--- config.mk ---
export PLATFORM = sky130hd
export DESIGN_NAME = multiplier
export DESIGN_NICKNAME = d
export VERILOG_FILES = /design/src/rtl/multiplier_pkg.sv /design/src/rtl/multiplier.sv
export SDC_FILE = /design/constraint.sdc
export NUM_CORES = 1
export LEC_CHECK = 0
export ABC_AREA = 1
export CAP_MARGIN = 10
export CORE_AREA = 2 2 98 100
export DETAILED_ROUTE_END_ITERATION = 10
export DIE_AREA = 0 0 100 102
export PLACE_DENSITY_LB_ADDON = 0.15
export SYNTH_ARGS = -nofsm -noshare
export SYNTH_HDL_FRONTEND = slang
export SYNTH_SLANG_ARGS = --single-unit
--- constraint.sdc ---
create_clock -name clk -period 4.6 [get_ports clk]
set_input_delay 0.46 -clock clk [delete_from_list [all_inputs] [get_ports clk]]
set_output_delay 0.46 -clock clk [all_outputs]
set_load 0.005 [all_outputs]
--- src/rtl/multiplier_pkg.sv ---
// Shared types and sizing for the iterative signed multiplier.
package multiplier_pkg;

    localparam int unsigned SIZE_DATA = 8;

    typedef enum logic [1:0] {
        MULT_IDLE,
        MULT_RUN,
        MULT_DONE
    } mult_state_t;

    localparam int unsigned MULT_CNT_W = $clog2(SIZE_DATA + 1);

endpackage

--- src/rtl/multiplier.sv ---
// Iterative signed shift-add multiplier, one radix-2 step per clock, valid/ready on both sides.
// Magnitudes are multiplied unsigned and the sign is applied once when the product is registered.
module multiplier
    import multiplier_pkg::*;
#(
    parameter int unsigned DATA_WIDTH = SIZE_DATA
) (
    input  logic                      clk,
    input  logic                      reset,
    input  logic                      in_valid,
    output logic                      in_ready,
    input  logic [DATA_WIDTH-1:0]     multiplicand,
    input  logic [DATA_WIDTH-1:0]     multiplier_in,
    output logic                      out_valid,
    input  logic                      out_ready,
    output logic [2*DATA_WIDTH-1:0]   product
);

    localparam int unsigned CntW = $clog2(DATA_WIDTH + 1);

    mult_state_t               state_q, state_d;
    logic [DATA_WIDTH-1:0]     mag_a_q, mag_b_q;
    logic                      neg_q;
    logic [2*DATA_WIDTH-1:0]   acc_q;
    logic [CntW-1:0]           cnt_q;
    logic [2*DATA_WIDTH-1:0]   product_q;
    logic                      in_ready_q;

    logic                      accept;
    logic                      last_step;
    logic [DATA_WIDTH-1:0]     mag_a_in, mag_b_in;
    logic [DATA_WIDTH:0]       sum;
    logic [2*DATA_WIDTH-1:0]   acc_step;

    assign accept    = (state_q == MULT_IDLE) && in_valid && in_ready_q;
    // acc_q holds the complete magnitude product once DATA_WIDTH steps have run.
    assign last_step = (cnt_q == CntW'(DATA_WIDTH));

    // |-2^(N-1)| wraps back to 2^(N-1), which is exact as an unsigned N-bit value.
    always_comb begin
        mag_a_in = multiplicand[DATA_WIDTH-1]  ? (~multiplicand + 1'b1)  : multiplicand;
        mag_b_in = multiplier_in[DATA_WIDTH-1] ? (~multiplier_in + 1'b1) : multiplier_in;
    end

    // Conditional add into the upper half with carry, then shift {carry, acc} right by one.
    always_comb begin
        sum      = {1'b0, acc_q[2*DATA_WIDTH-1:DATA_WIDTH]}
                 + (mag_b_q[0] ? {1'b0, mag_a_q} : {(DATA_WIDTH+1){1'b0}});
        acc_step = {sum, acc_q[DATA_WIDTH-1:1]};
    end

    always_comb begin
        state_d = state_q;
        unique case (state_q)
            MULT_IDLE: if (accept)    state_d = MULT_RUN;
            MULT_RUN:  if (last_step) state_d = MULT_DONE;
            MULT_DONE: if (out_ready) state_d = MULT_IDLE;
            default:                  state_d = MULT_IDLE;
        endcase
    end

    always_ff @(posedge clk or negedge reset) begin
        if (!reset) begin
            state_q    <= MULT_IDLE;
            mag_a_q    <= '0;
            mag_b_q    <= '0;
            neg_q      <= 1'b0;
            acc_q      <= '0;
            cnt_q      <= '0;
            product_q  <= '0;
            in_ready_q <= 1'b0;
        end else begin
            state_q    <= state_d;
            in_ready_q <= (state_d == MULT_IDLE);
            unique case (state_q)
                MULT_IDLE: begin
                    if (accept) begin
                        mag_a_q <= mag_a_in;
                        mag_b_q <= mag_b_in;
                        neg_q   <= multiplicand[DATA_WIDTH-1] ^ multiplier_in[DATA_WIDTH-1];
                        acc_q   <= '0;
                        cnt_q   <= '0;
                    end
                end
                MULT_RUN: begin
                    if (last_step) begin
                        product_q <= neg_q ? (~acc_q + 1'b1) : acc_q;
                    end else begin
                        acc_q   <= acc_step;
                        mag_b_q <= mag_b_q >> 1;
                        cnt_q   <= cnt_q + CntW'(1);
                    end
                end
                MULT_DONE: ;
                default: ;
            endcase
        end
    end

    always_comb begin
        in_ready  = in_ready_q;
        out_valid = (state_q == MULT_DONE);
        product   = product_q;
    end

endmodule

==> results by stage <==
Placed design:
- At the end of routability-driven placement, the weighted congestion stood at approximately 0.8.
- The placed instances occupy a cell area of ~0.0037 mm².
- The count of buffers inserted at the top-level ports is 37.
- Detailed placement finished with a half-perimeter wire length of between 5 and 6 mm.

CTS:
- The buffers inserted during post-CTS setup optimization is 0.
- For this design, the sink count on the clock tree is 56.
- The register clock-pin slew on the reported worst setup and hold paths is 100 ps.
- The clock tree root buffer cell is sky130_fd_sc_hd__clkbuf_8.
- For the worst-skew pair, the clock arrives at the later sink with an insertion delay of a little over 300 ps.
- The quantity of hold-fixing buffers added after cts is 0.
- Once the clock tree was built, the resizer swapped 0 gates to a different size.
- TritonCTS built the clock tree.
- The largest buffer count on any clock path is 2.
- Clock tree synthesis inserted a total of 5 buffers.
- The H-tree level count is 2.

Timing:
- Setup violations remaining at the end of the flow were counted as 0.
- The final-report max-slew violation count is 0.
- The smallest clock period supported by the final layout is computed as between 1500 and 2000 ps.
- At the pin with the least slew margin, the transition time is ~700 ps.
- In this run the tightest slew margin relative to its limit is 0.528.
- Setup repair after global routing left no endpoint under its margin.
- The total negative setup slack is 0 ps.
- The largest clock skew in the final design is between 8 and 9 ps.
- Of the available clock period, the critical path in the final layout requires 0.432.
- The number of endpoints with negative hold slack in the final report is 0.
- For this run, the top clock speed supported by timing is 503 MHz.

Critical path:
- Data on the critical path is required at its endpoint by between 4000 and 5000 ps.
- The end of the worst register-to-register path is mag_b_q[4].
- The beginning of the critical path is cnt_q[0].
- The arrival time at the worst endpoint is between 2000 and 2500 ps.
- The kind of end point of the critical path is a flip-flop.
- The startpoint of the lowest-slack register-to-register path is cnt_q[0].
- The startpoint type of the worst setup path is a flip-flop.
- The worst-case register-to-register setup slack is 2610 ps.
- The number of cells on the worst reg-to-reg path is 9.
- The critical path is of the reg2reg type.
- Of all nets on the critical path, the largest fanout is 21.

GRT:
- The initial antenna violation count is 0.
- Across every metal layer, demand over resource in global routing totals 0.149.
- The global-route wire length before repair is roughly 12 mm.
- Summed over all layers, the global routing overflow is 0.
- The pin count of the biggest net entering global routing is 57.
- The number of global-route vias before repair came to 2742.

Finish:
- The synthesis-to-layout area growth is 15.8%.
- Of the cells placed in the final design, the portion with a size suffix greater than 1 is 0.0525.
- The layout has 1006 filler cells.
- The finished cells cover between 0.003 and 0.004 mm².
- The final core utilization is 0.419.
- At the end of the flow, the number of nets in the layout was between 500 and 600.
- The number of antenna diodes in the final layout is 0.

Yosys:
- After synthesis, the share of cell area in mux cells is 0.
- The flop and latch count out of synthesis is 56.
- The synthesized-area fraction occupied by ao, oa, aoi and oai cells is 0.0929.
- The leading register cell type out of synthesis is sky130_fd_sc_hd__dfrtp_1.
- Of the synthesized area, sequential elements account for 0.425.
- The synthesis warning total is 0.
- The cell area that synthesis handed to floorplanning was around 0.0033 mm².
- The share of synthesized cell area in and, or, nand and nor gates is 0.299.
- The average footprint of a synthesized cell is 7.43 µm².
- In the synthesized netlist the async set-or-reset flop fraction comes to 1.00.
- The number of synthesized flops with an enable pin is 0.
- The main combinational cell family by area after synthesis is simple AND/OR/NAND/NOR gates.
- The post-synthesis share of cell area spent on full adders, half adders and majority gates is 0.0554.
- The synthesized net count is 478.
- Of the total synthesized cell area, the portion taken by XOR and XNOR cells is 0.0372.
- Synthesis produced 444 cells.
- After synthesis, the netlist uses 30 different library cells.

Die:
- The number of rows created at floorplan is 35.
- In this run the vertical extent of the chip is between 100 and 150 µm.
- The full die area is a little over 0.01 mm².
- The total area inside the core boundary comes to between 0.009 and 0.01 mm².
- From left edge to right edge, the die measures around 100 µm.
- The initial utilization of the core area, before any placement, comes to 0.362.
- The top-level I/O count is 38.

Drt:
- The count of routing violations after the opening detailed-route iteration is 105.
- After detailed routing, the average wire length per cell comes to 11.8 µm.
- The first-pass detailed-route iteration total is 4.
- The detail route stage leaves a number of antenna-violating nets equal to 0.
- The vias per cell is about 4.7.
- The number of vias after detailed routing is 2750.
- Wires add up to about 6.9 mm.
- In the routed design, unresolved DRC markers number 0.

Pwr:
- Summed over all cells, the static leakage comes to slightly below 2 nW.
- The worst supply voltage drop on vdd is ~190 µV.
- Dividing total power by cell area gives a power density of around 600 mW/mm².

Job:
- The tool flagged a number of max-cap violations equal to 0.

Worst hold path:
- The type of the tightest min-delay check is in2async.

Outcome:
- The run finished with clean final reports.
## state kept, by name, indices dropped and copies added, names as in the netlist
register,flops
acc_q,16
cnt_q,4
in_ready,1
mag_a_q,8
mag_b_q,8
neg_q,1
product,16
state_q,2
## worst max-delay path: stages (launching register included)
cell	delay, ps
sky130_fd_sc_hd__dfrtp_1	430
sky130_fd_sc_hd__inv_1	70
sky130_fd_sc_hd__ha_1	160
sky130_fd_sc_hd__nand3_2	110
sky130_fd_sc_hd__nand2_2	250
sky130_fd_sc_hd__nand2_2	310
sky130_fd_sc_hd__inv_2	330
sky130_fd_sc_hd__nor2_1	60
sky130_fd_sc_hd__o21ai_0	80
sky130_fd_sc_hd__nand2_1	60
## synthesized netlist by cell type, types with 6 or more instances
| master | instances | area share |
|---|---|---|
| sky130_fd_sc_hd__nand2_1 | 150 | 0.17 |
| sky130_fd_sc_hd__dfrtp_1 | 56 | 0.42 |
| sky130_fd_sc_hd__inv_1 | 52 | 0.059 |
| sky130_fd_sc_hd__nand3_1 | 36 | 0.055 |
| sky130_fd_sc_hd__nor2_1 | 31 | 0.035 |
| sky130_fd_sc_hd__o21ai_0 | 22 | 0.033 |
| sky130_fd_sc_hd__ha_1 | 13 | 0.049 |
| sky130_fd_sc_hd__xor2_1 | 12 | 0.032 |
| sky130_fd_sc_hd__o22ai_1 | 11 | 0.021 |
| sky130_fd_sc_hd__buf_2 | 9 | 0.014 |
| sky130_fd_sc_hd__o21ai_1 | 9 | 0.014 |
| sky130_fd_sc_hd__a21oi_1 | 8 | 0.012 |
| sky130_fd_sc_hd__nand4_1 | 6 | 0.011 |
## report_power, final
group          internal (mW)  switching [mW]  total, mW  leakage (nW)
sequential             0.699           0.188      0.887         0.718
combinational          0.479           0.658       1.14          1.20
clock                  0.124           0.166      0.289        0.0516
total                   1.30            1.01       2.31          1.97
## how the worst max path moves through the flow
stage / slack [ps] / endpoint / depth (start not counted)
floorplan: 2810 / acc_q[15] / 11
detailed placement: 2380 / cnt_q[3] / 5
global placement: 2410 / mag_b_q[6] / 7
CTS: 2590 / mag_b_q[4] / 9
finish: 2610 / mag_b_q[4] / 9
global route: 2350 / mag_b_q[4] / 9
## final cells by class
cell class,instances,area (µm²),area share
Tap cell,111,139,0.0364
Inverter,57,214,0.0560
Clock buffer,6,82.6,0.0216
Clock inverter,2,13.8,0.00360
Timing Repair Buffer,38,373,0.0976
Sequential cell,56,1400,0.367
Multi-Input combinational cell,317,1600,0.418
## cell usage in the layout, fill, tap and decap left out, types with 8 or more instances in the layout
cell,netlist,layout
sky130_fd_sc_hd__nand2_1,150,150
sky130_fd_sc_hd__dfrtp_1,56,56
sky130_fd_sc_hd__inv_1,52,52
sky130_fd_sc_hd__nand3_1,36,36
sky130_fd_sc_hd__clkdlybuf4s50_1,0,36
sky130_fd_sc_hd__nor2_1,31,31
sky130_fd_sc_hd__o21ai_0,22,22
sky130_fd_sc_hd__ha_1,13,13
sky130_fd_sc_hd__xor2_1,12,12
sky130_fd_sc_hd__o22ai_1,11,11
sky130_fd_sc_hd__o21ai_1,9,9
sky130_fd_sc_hd__a21oi_1,8,8
## logic make-up (layout without fill, tap and decap cells)
family	after synthesis	count (layout)
AND/OR/NAND/NOR	234	234
buffers and inverters	71	103
flip-flops	56	56
AO/OA/AOI/OAI	55	55
adder cells (fa/ha/maj)	14	14
XOR/XNOR	14	14
## through the flow
stage | setup slack (ps) | power (mW) | hold WS, ps | cells
6_report | 2610 | 2.31 | 279 | 587
5_1_grt | 2350 | 2.57 | 348 | 587
4_1_cts | 2590 | 2.34 | 302 | 587
3_5_place_dp | 2380 | 2.05 | 457 | 579
3_3_place_gp | 2410 | 2.02 | 456 | 579
2_1_floorplan | 2810 | 1.71 | 164 | 444
## routing by layer
metal  global-route usage  routed length (µm)  vias to the layer above
met5                    0                   0                        -
met3               0.0246                 184                        6
met1                0.193                3390                     1233
met4               0.0379                  76                        0
met2                0.260                3270                       37
li1                     -                   -                     1474
Note: power is estimated with default switching activity, not from simulation.
